File: config.mk
export PLATFORM = sky130hd
export DESIGN_NAME = sample_framer
export DESIGN_NICKNAME = d
export VERILOG_FILES = /design/src/rtl/fft_pkg.sv /design/src/rtl/sample_bank.sv /design/src/rtl/sample_framer.sv
export SDC_FILE = /design/constraint.sdc
export NUM_CORES = 1
export LEC_CHECK = 0
export ABC_CLOCK_PERIOD_IN_PS = 6770
export BUFFER_PORTS_ARGS = -buffer_cell sky130_fd_sc_hd__clkbuf_2
export CAP_MARGIN = 10
export CORE_UTILIZATION = 45
export CTS_CLUSTER_DIAMETER = 80
export DETAILED_ROUTE_END_ITERATION = 8
export PLACE_DENSITY = 0.75
export SYNTH_ARGS = -nofsm -noshare
export SYNTH_HDL_FRONTEND = slang
export SYNTH_HIERARCHICAL = 1
export SYNTH_SLANG_ARGS = --single-unit
File: constraint.sdc
create_clock -name clk -period 6.77 [get_ports clk]
set_clock_uncertainty 0.1 [all_clocks]
set_input_delay 0.677 -clock clk [delete_from_list [all_inputs] [get_ports clk]]
set_output_delay 0.677 -clock clk [all_outputs]
set_load 0.01 [all_outputs]
File: src/rtl/fft_pkg.sv
// Shared defaults and FSM encoding for the sample framer and its banks.
package fft_pkg;

  localparam int unsigned FFT_POINTS_DEFAULT = 16;
  localparam int unsigned DATA_WIDTH_DEFAULT = 24;
  localparam int unsigned FRAME_COUNT_W      = 16;

  typedef enum logic [1:0] {
    IDLE      = 2'd0,
    START     = 2'd1,
    WAIT_ACK  = 2'd2,
    WAIT_DONE = 2'd3
  } fsm_state_e;

endpackage : fft_pkg

File: src/rtl/sample_bank.sv
// One frame buffer: single write port, every entry visible in parallel.
module sample_bank
  import fft_pkg::*;
#(
  parameter int unsigned N = FFT_POINTS_DEFAULT,
  parameter int unsigned W = DATA_WIDTH_DEFAULT
) (
  input  logic                 clk,
  input  logic                 we_i,
  input  logic [$clog2(N)-1:0] waddr_i,
  input  logic [W-1:0]         wdata_i,
  output logic [W-1:0]         rdata_o [0:N-1]
);

  // Storage is deliberately not reset; a frame is only read once fully written.
  always_ff @(posedge clk) begin
    if (we_i) begin
      rdata_o[waddr_i] <= wdata_i;
    end
  end

endmodule : sample_bank

File: src/rtl/sample_framer.sv
// Ping-pong framer: collects FFT_POINTS samples per bank and launches full
// frames to a downstream FFT controller with a start/busy handshake.
module sample_framer
  import fft_pkg::*;
#(
  parameter int unsigned FFT_POINTS = FFT_POINTS_DEFAULT,
  parameter int unsigned DATA_WIDTH = DATA_WIDTH_DEFAULT
) (
  input  logic                     clk,
  input  logic                     reset_n,
  input  logic [DATA_WIDTH-1:0]    in_sample,
  input  logic                     in_valid,
  output logic                     in_ready,
  input  logic                     fft_in_prog,
  output logic                     start_fft,
  output logic [DATA_WIDTH-1:0]    frame_data [0:FFT_POINTS-1],
  output logic                     overflow,
  output logic [FRAME_COUNT_W-1:0] frame_count
);

  localparam int unsigned IDX_W = $clog2(FFT_POINTS);

  fsm_state_e               state_q, state_d;
  logic [1:0]               pending_q, pending_d;
  logic                     wr_bank_q, wr_bank_d;
  logic                     rd_bank_q, rd_bank_d;
  logic [IDX_W-1:0]         wr_idx_q, wr_idx_d;
  logic                     start_fft_q, start_fft_d;
  logic                     overflow_q, overflow_d;
  logic [FRAME_COUNT_W-1:0] frame_count_q, frame_count_d;
  logic [DATA_WIDTH-1:0]    frame_q [0:FFT_POINTS-1];
  logic [DATA_WIDTH-1:0]    bank0_rd [0:FFT_POINTS-1];
  logic [DATA_WIDTH-1:0]    bank1_rd [0:FFT_POINTS-1];
  logic                     accept_c;
  logic                     load_frame_c;

  assign in_ready = reset_n & ~pending_q[wr_bank_q];
  assign accept_c = in_valid & in_ready;

  sample_bank #(.N(FFT_POINTS), .W(DATA_WIDTH)) u_bank0 (
    .clk     (clk),
    .we_i    (accept_c & ~wr_bank_q),
    .waddr_i (wr_idx_q),
    .wdata_i (in_sample),
    .rdata_o (bank0_rd)
  );

  sample_bank #(.N(FFT_POINTS), .W(DATA_WIDTH)) u_bank1 (
    .clk     (clk),
    .we_i    (accept_c & wr_bank_q),
    .waddr_i (wr_idx_q),
    .wdata_i (in_sample),
    .rdata_o (bank1_rd)
  );

  // Write-side bookkeeping and launch FSM next-state.
  always_comb begin
    state_d       = state_q;
    pending_d     = pending_q;
    wr_bank_d     = wr_bank_q;
    rd_bank_d     = rd_bank_q;
    wr_idx_d      = wr_idx_q;
    frame_count_d = frame_count_q;
    overflow_d    = overflow_q | (in_valid & ~in_ready);
    load_frame_c  = 1'b0;

    if (accept_c) begin
      if (wr_idx_q == IDX_W'(FFT_POINTS - 1)) begin
        pending_d[wr_bank_q] = 1'b1;
        wr_bank_d            = ~wr_bank_q;
        wr_idx_d             = '0;
      end else begin
        wr_idx_d = wr_idx_q + IDX_W'(1);
      end
    end

    // A set on the write bank and a clear on the read bank never target the
    // same bank: the write bank is only writable while it is not pending.
    case (state_q)
      IDLE: begin
        if (pending_q[rd_bank_q] && !fft_in_prog) begin
          state_d      = START;
          load_frame_c = 1'b1;
        end
      end
      START: begin
        pending_d[rd_bank_q] = 1'b0;
        rd_bank_d            = ~rd_bank_q;
        frame_count_d        = frame_count_q + FRAME_COUNT_W'(1);
        state_d              = WAIT_ACK;
      end
      WAIT_ACK: begin
        if (fft_in_prog) state_d = WAIT_DONE;
      end
      WAIT_DONE: begin
        if (!fft_in_prog) state_d = IDLE;
      end
      default: state_d = IDLE;
    endcase

    start_fft_d = (state_d == START);
  end

  always_ff @(posedge clk) begin
    if (!reset_n) begin
      state_q       <= IDLE;
      pending_q     <= '0;
      wr_bank_q     <= 1'b0;
      rd_bank_q     <= 1'b0;
      wr_idx_q      <= '0;
      start_fft_q   <= 1'b0;
      overflow_q    <= 1'b0;
      frame_count_q <= '0;
    end else begin
      state_q       <= state_d;
      pending_q     <= pending_d;
      wr_bank_q     <= wr_bank_d;
      rd_bank_q     <= rd_bank_d;
      wr_idx_q      <= wr_idx_d;
      start_fft_q   <= start_fft_d;
      overflow_q    <= overflow_d;
      frame_count_q <= frame_count_d;
    end
  end

  // Snapshot of the launched bank, held until the next launch.
  always_ff @(posedge clk) begin
    if (!reset_n) begin
      for (int unsigned i = 0; i < FFT_POINTS; i++) frame_q[i] <= '0;
    end else if (load_frame_c) begin
      for (int unsigned i = 0; i < FFT_POINTS; i++) begin
        frame_q[i] <= rd_bank_q ? bank1_rd[i] : bank0_rd[i];
      end
    end
  end

  assign start_fft   = start_fft_q;
  assign overflow    = overflow_q;
  assign frame_count = frame_count_q;
  assign frame_data  = frame_q;

endmodule : sample_framer

### Yosys cells after proc, flatten, opt, wreduce, memory -nomap -nowiden

Cells that the tools add are included.

* register bits: 1180
* input bits: 28
* output and inout bits: 403
* logic and storage cells: 128

* add/sub/neg operators: 2
* magnitude comparators: 6
* equal/unequal tests: 5
* muxes and demuxes: 38
* bitwise logic cells: 14
* reduce and logical (&&, ||, !) cells: 7

Operator list (count)
* $bwmux 384: 2
* $mux 24: 17
* $demux 24 s4: 1
* $add 16x1->16 const B: 1
* $mux 2: 6
* $mux 1: 8
* $pmux 2 s4: 1
* $and 1x1->1: 5
* $ge 5x5->1 const B: 1
* $lt 5x1->1 const B: 1
* $not 4->5: 1
* $add 4x1->4 const B: 1
* $eq 2x1->1 const B: 2
* $eq 2x2->1 const B: 2
* $eq 4x4->1 const B: 1
* $logic_and 1x1->1: 4
* $lt 1x2->1 const B: 2
* $mux 4: 1
* $not 1->1: 4
* $and 2x2->2: 1
* $demux 1 s1: 2
* $ge 1x1->1 const B: 2
* $logic_not 2->1: 1
* $not 2->2: 1
* other kinds (4): 4

### Longest topological paths before layout

Gate-level depths: netlist of the first run.

* depth after elaboration: 9
* mapped depth: 8
* depth with buffers taken out: 5

### Hierarchy

Netlist of the first run, hierarchy kept.

Modules (own cells, without submodules)
* sample_bank: times used 2, cells each 413, area an instance 11732.5 um^2, seq. area each 11531.1 um^2
* sample_framer: times used 1, cells each 1846, area an instance 17810.8 um^2, seq. area each 8247.9 um^2

### Worst setup path before layout of the first run

Ideal clock, no wire load.

* path kind: input to register
* start point: in reset_n
* end point: reg u_bank1/rdata_o[312] (netlist bit) (enable)
* setup time: 0.466 ns
* data arrival time: 3.877 ns
* required time: 6.204 ns
* path slack: 2.327 ns
* cell stages on the path: 6
* path buffers: 2
* cell sequence: clkbuf_1 -> and3_1 -> and2_1 -> nand2b_1 -> buf_6 -> nor4_1

* longest elaborated chain between the ends: 3

Ends and longest elaborated chain
* start: declaration: RTL line sample_framer.sv:10 `input logic reset_n,`
* $and 1x1->1: RTL line sample_framer.sv:37 `assign in_ready = reset_n & ~pending_q[wr_bank_q];`
* $and 1x1->1: RTL line sample_framer.sv:38 `assign accept_c = in_valid & in_ready;`
* $and 1x1->1: RTL line sample_framer.sv:50 `.we_i (accept_c & wr_bank_q),`
* end signal: indexed assignment: RTL line sample_bank.sv:18 `rdata_o[waddr_i] <= wdata_i;`
* end: declaration: RTL line sample_bank.sv:12 `output logic [W-1:0] rdata_o [0:N-1]`

Every way passes these cells.
A chain may end at the register's enable or synchronous reset.

### Final worst setup path of the first run

* start point: reg rd_bank_q
* end point: reg frame_q (netlist bit frame_data[152])

* longest elaborated chain between the ends: 5
* elaborated cells on any way between the ends: 6
* those cells by class: 5 x mux; 1 x reduce/logical

Ends and longest elaborated chain
* start: declaration: RTL line sample_framer.sv:26 `logic rd_bank_q, rd_bank_d;`
* start signal: assignment: RTL line sample_framer.sv:118 `rd_bank_q <= rd_bank_d;`
* $mux 1 (implied by the code) (2 in series): RTL line sample_framer.sv:81 `if (pending_q[rd_bank_q] && !fft_in_prog) begin`
* $logic_and 1x1->1: RTL line sample_framer.sv:81
* $mux 1: RTL line sample_framer.sv:81
* $mux 1: RTL line sample_framer.sv:79 `case (state_q)`
* end signal: indexed assignment: RTL line sample_framer.sv:132 `frame_q[i] <= rd_bank_q ? bank1_rd[i] : bank0_rd[i];`
* end: declaration: RTL line sample_framer.sv:31 `logic [DATA_WIDTH-1:0] frame_q [0:FFT_POINTS-1];`

Several ways; a longest one is shown, not always the timed one. The select of a mux whose other input is x is not followed.

==> metrics.yaml, run 1 <==
outcome:
  outcome: "finished, final reports clean"
sta:
  setup_tns_ns: 0
  layout_min_cycle_time_ns: 3.06
  max_freq_ghz: 0.327
  tightestPinTransition_ns: 1.19
  hold_viol_final: 0
  finalSetupViolations: 0
  slew-limit-headroom: 0.205
  rsz0062_at_grt: "false"
  post-route-period-util: 0.452
  report.final.slew_viol_count: 0
  whs_ns: 0.200
drt:
  drc: 0
  vias_per_cell: 5.43
  vias: 23728
  wl_per_cell_um: 23.3
  route.antenna.remaining_nets: 0
  drtIter0Drc: 1853
  drtPass1Iterations: 5
  wirelength_um: 102000
power_and_ir_drop:
  ir_drop_mv: 0.200
  p_leak_nw: 15.6
  p_total_mw: 14.2
  powerDensity_mw_per_mm2: 293
layout:
  area_delta_synth_final_pct: 17.6
  final_area_mm2: 0.0485
  fill_cells: 7213
  drive_gt1_frac: 0.219
  layout_common_cells: "768 x edfxtp_1, 430 x clkbuf_2, 411 x dfxtp_1"
  final_util: 0.537
  layout_commonest_cell: "edfxtp_1"
  finalNetCount: 3124
logic_synthesis:
  syn_avg_cell_area_um2: 15.4
  yosysTopAreaCellShare: 0.559
  synth_edf_count: 768
  ys.flop_type: "edfxtp_1"
  syn-num-nets: 2702
  synth_top_cell_by_area: "edfxtp_1"
  syn_area_mm2: 0.0413
  syn-instance-count: 2672
  ys_ff_latch: 1180
  seq_area_frac_synth: 0.759
  synthArstFlopShare: 0
  yosysWarnings: 6
  yosys-top-cells-area: "edfxtp_1 56%, dfxtp_1 20%, mux2i_1 9.4%, a211oi_1 7.0%, nor2_1 3.7%"
  synth_cell_types: 37
clock_tree:
  cts_made_buffers: 113
  clk_path_buf_depth: 3
  holdBufCountCts: 0
  cts_tree: "done"
  post_cts_buffers: 0
  ctsResizeCount: 0
  cts_sinks: 1180
  clk_pin_slew_ns: 0.06
  cts_root_buf: "clkbuf_16"
  clock_latency_ns: 0.69
  h-tree-depth: 3
setup_path:
  path_cells: "buf_4 > buf_4 > mux2i_1 > a211oi_1"
  crit_path_start: "rd_bank_q$_SDFFE_PN0N_"
  crit_path_start_kind: "flop"
  r2r_cells: 4
  cp.depth: 4
  r2r_start: "rd_bank_q$_SDFFE_PN0N_"
  crit_type: "flop to flop"
  cp_common_cell: "buf_4"
  endpoint_kind: "flop"
  critPathTopFamily: "buffers and inverters"
  crit_end: "frame_data[152]$_SDFFE_PN0P_"
  cp.buffers_inverters: 2
  cp_max_fo: 54
  cp.required_ns: 7.18
  rr_endpoint: "frame_data[152]$_SDFFE_PN0P_"
  rrSetupSlack_ns: 3.71
  cp_slowest_stage_delay_ns: 0.86
  cp.arrival_ns: 3.47
  crit_slowest_cell: "buf_4"
die:
  die_x_um: 305
  die_h_um: 305
  io-pin-count: 431
  rows: 110
  start_util: 0.456
  core_mm2: 0.0904
  die_area_mm2: 0.0929
global_routing:
  grt_usage: 0.215
  grt_pass1_wl_um: 147000
  antenna_found_initial: 4
  grt_pass1_vias: 22928
  grt_max_degree: 195
  overflow: 0
hold_path:
  min_path_type: "primary input to flop"
placement:
  numPortBuffers: 430
  place_area_mm2: 0.0447
  hpwlAfterDp_um: 57000
  gp_congestion: 0.752
run:
  drv_cap: 0
==> cells in the mapped netlist (2+ instances only) <==
cell type  count
nor2_1       406
o21ai_0        4
nand3_1       12
ha_1           2
a211oi_1     385
xor2_1         7
inv_1         10
and4b_1        2
clkbuf_1      95
or3_1          5
nor4b_4        4
mux2i_1      389
inv_2          2
dfxtp_1      412
nor3_1        19
buf_6          6
a21oi_1        8
edfxtp_1     768
nand2_1       17
nand4_1        4
a31oi_1        2
nor4_1         9
nand2b_1       5
xnor2_1        5
and2_1         2
and3_1         2
buf_2         79
buf_4          2
==> sequential cells by signal, summed over array words and instances (netlist names) <==
register / count
rd_bank_q: 1
frame_count: 16
u_bank0/rdata_o: 384
overflow: 1
start_fft: 1
wr_bank_q: 1
state_q: 2
frame_data: 384
wr_idx_q: 4
pending_q: 2
u_bank1/rdata_o: 384
==> worst reg2reg max path: cells and delay by family, from the launching register on <==
| kind | cells | cell delay (ns) |
|---|---|---|
| mux | 1 | 0.44 |
| flops | 1 | 0.51 |
| buf+inv | 2 | 1.72 |
| compound gates | 1 | 0.11 |
==> routing by layer <==
metal | global-route usage | share of wire | wire, um
met1 | 0.275 | 0.41 | 41800
met2 | 0.354 | 0.49 | 49700
met3 | 0.0474 | 0.067 | 6870
met4 | 0.0903 | 0.035 | 3580
met5 | 0 | 0.00018 | 18
==> kinds of logic (layout without fill, tap and decap cells) <==
group	count (synthesis)	in the layout	share of synthesized area
muxes	389	389	0.0943
AOI/OAI and AO/OA	402	402	0.0724
xor gates and xnor gates	12	12	0.00255
other	0	3	0
buffers and inverters	195	716	0.0214
and+or+nand+nor	492	492	0.0502
adders and majority gates	2	2	0.000606
DFF	1180	1180	0.759
==> final cells by class <==
class	count	area [um^2]	share of cell area
sequential	1180	31300	0.645
multi-input combinational	1297	9230	0.190
clock buffer	161	3180	0.0655
timing repair buffer	490	2680	0.0552
tap	1176	1470	0.0303
clock inverter	53	593	0.0122
inverter	12	52.6	0.00108
antenna	3	7.51	0.000155
==> worst min-delay path by stage <==
stage,startpoint,end,depth (start not counted)
6_report,fft_in_prog,state_q[1]$_SDFF_PN0_,3
4_1_cts,fft_in_prog,state_q[1]$_SDFF_PN0_,3
3_5_place_dp,frame_count[15]$_SDFFE_PN0N_,frame_count[15]$_SDFFE_PN0N_,2
2_1_floorplan,pending_q[0]$_SDFF_PN0_,pending_q[0]$_SDFF_PN0_,2
3_3_place_gp,overflow$_SDFF_PN0_,overflow$_SDFF_PN0_,2
5_1_grt,fft_in_prog,state_q[0]$_SDFF_PN0_,3
==> stage by stage <==
| stage | instances | worst slack [ns] |
|---|---|---|
| after floorplan | 2672 | 2.33 |
| after global placement | 4155 | 3.70 |
| after detailed placement | 4155 | 3.61 |
| after CTS | 4369 | 3.72 |
| after global routing | 4369 | 3.60 |
| final | 4372 | 3.71 |
==> power by group <==
part | switching (mW) | internal [mW] | total (mW)
clock network | 2.69 | 3.67 | 6.35
logic | 0.196 | 0.0230 | 0.219
registers | 0.00303 | 7.67 | 7.67
Power figures use the tool's default switching activity.
==> run 2: changes to the inputs <==
Settings changed: ABC_AREA set to 1, ABC_CLOCK_PERIOD_IN_PS 6770 to 2500, PLACE_DENSITY 0.75 to 0.77.
Clock period 6.77 ns to 2.5 ns, I/O delays scaled along.
==> metrics.yaml, run 2 <==
drt:
  drc: 0
  vias_per_cell: 5.09
  wl_per_cell_um: 19.3
  wirelength_um: 110000
  vias: 29021
  drtIter0Drc: 3240
  drtPass1Iterations: 5
  route.antenna.remaining_nets: 0
logic_synthesis:
  syn-instance-count: 3925
  syn_avg_cell_area_um2: 10.8
  synth_top_cell_by_area: "edfxtp_1"
  yosysWarnings: 6
  ys_ff_latch: 1180
  syn-num-nets: 3955
  synth_cell_types: 24
  seq_area_frac_synth: 0.739
  synth_common_cells: "1201 x nand2_1, 841 x nor2_1, 768 x edfxtp_1"
  syn_area_mm2: 0.0424
  yosysMostFrequentCell: "nand2_1"
  synth_edf_count: 768
  yosysTopAreaCellShare: 0.544
  synthArstFlopShare: 0
  ys.flop_type: "edfxtp_1"
  yosys-top-cells-area: "edfxtp_1 54%, dfxtp_1 19%, nand2_1 11%, nor2_1 7.4%, o21ai_0 4.5%"
setup_path:
  crit_slowest_cell: "dfxtp_1"
  cp.depth: 9
  crit_path_start_kind: "flop"
  r2r_cells: 9
  cp_slowest_stage_delay_ns: 0.41
  cp.arrival_ns: 2.70
  critPathTopFamily: "simple AND/OR/NAND/NOR gates"
  cp_max_fo: 24
  crit_type: "flop to flop"
  path_cells: "inv_1 > nand2_1 > nand3_1 > nor2_2 > inv_1 > nor2_2 > nand3_2 > nor2_2 > buf_12"
  cp_common_cell: "nor2_2"
  endpoint_kind: "flop"
  cp.buffers_inverters: 3
  rrSetupSlack_ns: 0.08
  cp.required_ns: 2.78
clock_tree:
  post_cts_buffers: 0
  cts_made_buffers: 113
  clk_pin_slew_ns: 0.06
  cts_tree: "done"
  cts_sinks: 1180
  cts_root_buf: "clkbuf_16"
  clk_path_buf_depth: 3
  clock_latency_ns: 0.69
  h-tree-depth: 3
die:
  die_h_um: 309
  core_mm2: 0.0933
  die_area_mm2: 0.0954
  die_x_um: 309
  io-pin-count: 431
  rows: 112
  start_util: 0.454
power_and_ir_drop:
  switching_power_mw: 8.01
  p_leak_nw: 19.6
  comb_power_share: 0.020
  ir_drop_mv: 0.587
  power_frac_seq: 0.530
  powerDensity_mw_per_mm2: 776
  p_sw_frac: 0.204
  clockPowerShare: 0.450
  p_int_mw: 31.2
sta:
  finalSetupViolations: 0
  tightestPinTransition_ns: 1.20
  setup_tns_ns: 0
  hold_viol_final: 0
  layout_min_cycle_time_ns: 2.42
  max_freq_ghz: 0.414
  post-route-period-util: 0.967
  report.final.slew_viol_count: 0
  slew-limit-headroom: 0.202
  rsz0062_at_grt: "true"
global_routing:
  overflow: 0
  met2_usage: 0.381
  top_usage_layer: "met2"
  grt_pass1_vias: 27137
  grt_pass1_wl_um: 161000
  antenna_found_initial: 2
  grt_usage: 0.226
  grt_max_degree: 232
  grtUsageMet3: 0.0381
  grt_use_met1: 0.293
placement:
  place_inst: 5482
  numPortBuffers: 430
  hpwlAfterDp_um: 68000
  gp_congestion: 0.854
  place_area_mm2: 0.0466
hold_path:
  min_path_type: "primary input to flop"
  min_path_cells: 2
layout:
  layout_common_cells: "1201 x nand2_1, 807 x nor2_1, 768 x edfxtp_1"
  finalNetCount: 4381
  stdcell_count: 5706
  area_delta_synth_final_pct: 19.3
  drive_gt1_frac: 0.168
  final_util: 0.542
  antennaDiodeCount: 0
  final_area_mm2: 0.0506
  layout_commonest_cell: "nand2_1"
outcome:
  outcome: "finished, final reports clean"
run:
  drv_cap: 0
[run 2: cell types whose count changed after synthesis, moves of 14 or more]
| cell | change |
|---|---|
| nor3_1 | -15 |
| nor2_1 | +435 |
| o21ai_0 | +374 |
| clkbuf_1 | +23 |
| mux2i_1 | -389 |
| a211oi_1 | -385 |
| inv_1 | +23 |
| o21ai_1 | +14 |
| nand2_1 | +1184 |
[run 2: worst reg2reg max path, cell delays in order, from the launching register on]
cell and delay (ns):
dfxtp_1 0.41, inv_1 0.10, nand2_1 0.07, nand3_1 0.11
nor2_2 0.20, inv_1 0.13, nor2_2 0.28, nand3_2 0.25
nor2_2 0.26, buf_12 0.22
[run 2: repair_timing]
item                                   in CTS  in global routing
setup endpoints to repair                  24                414
hold buffers                                8                  0
gates resized for setup                     1                  1
endpoints found under the hold margin     129                  0
[run 2: final cells by class]
| type | count | area, um^2 |
|---|---|---|
| multi-input combinational | 2495 | 10100 |
| tap | 1254 | 1570 |
| clock inverter | 65 | 706 |
| clock buffer | 151 | 3210 |
| sequential | 1180 | 31300 |
| timing repair buffer | 525 | 3530 |
| inverter | 36 | 150 |
| fill | 7760 | 42700 |
[run 2: cells by family after synthesis]
kind of cell,synth area share
compound gates,0.0486
xor+xnor,0.000620
fa+ha+maj,0.000590
buf+inv,0.0253
flops,0.739
simple gates,0.186
[run 2: power groups by stage]
stage                     registers [mW]  clock network, mW  logic (mW)
after floorplan                     21.2                  0       0.255
after global placement              21.2                  0       0.769
after detailed placement            21.2                  0       0.782
after CTS                           20.8               17.9       0.797
after global routing                20.8               18.6       0.850
final                               20.8               17.7       0.797
[run 2: final timing paths]
| path | end | start |
|---|---|---|
| max | u_bank1/rdata_o[202]$_DFFE_PP_ | wr_bank_q$_SDFFE_PN0P_ |
| max reg2reg | u_bank1/rdata_o[202]$_DFFE_PP_ | wr_bank_q$_SDFFE_PN0P_ |
| min | u_bank1/rdata_o[383]$_DFFE_PP_ | in_sample[23] |
| min reg2reg | frame_data[160]$_SDFFE_PN0P_ | frame_data[160]$_SDFFE_PN0P_ |
[run 2: per-layer routing]
metal / part of all wire / up-vias
met4: 0.033 / 0
met5: 0 / -
li1: - / 13808
met3: 0.080 / 198
met1: 0.40 / 13813
met2: 0.49 / 1202
[run 2: metrics by stage]
stage,power [mW],hold WS [ns],worst slack [ns]
3_5_place_dp,22.0,0.372,0.00372
3_3_place_gp,22.0,0.363,-0.00433
2_1_floorplan,21.5,0.249,-0.122
5_1_grt,40.2,0.0552,-0.0679
4_1_cts,39.5,0.0289,0.0137
6_report,39.3,0.0674,0.0825
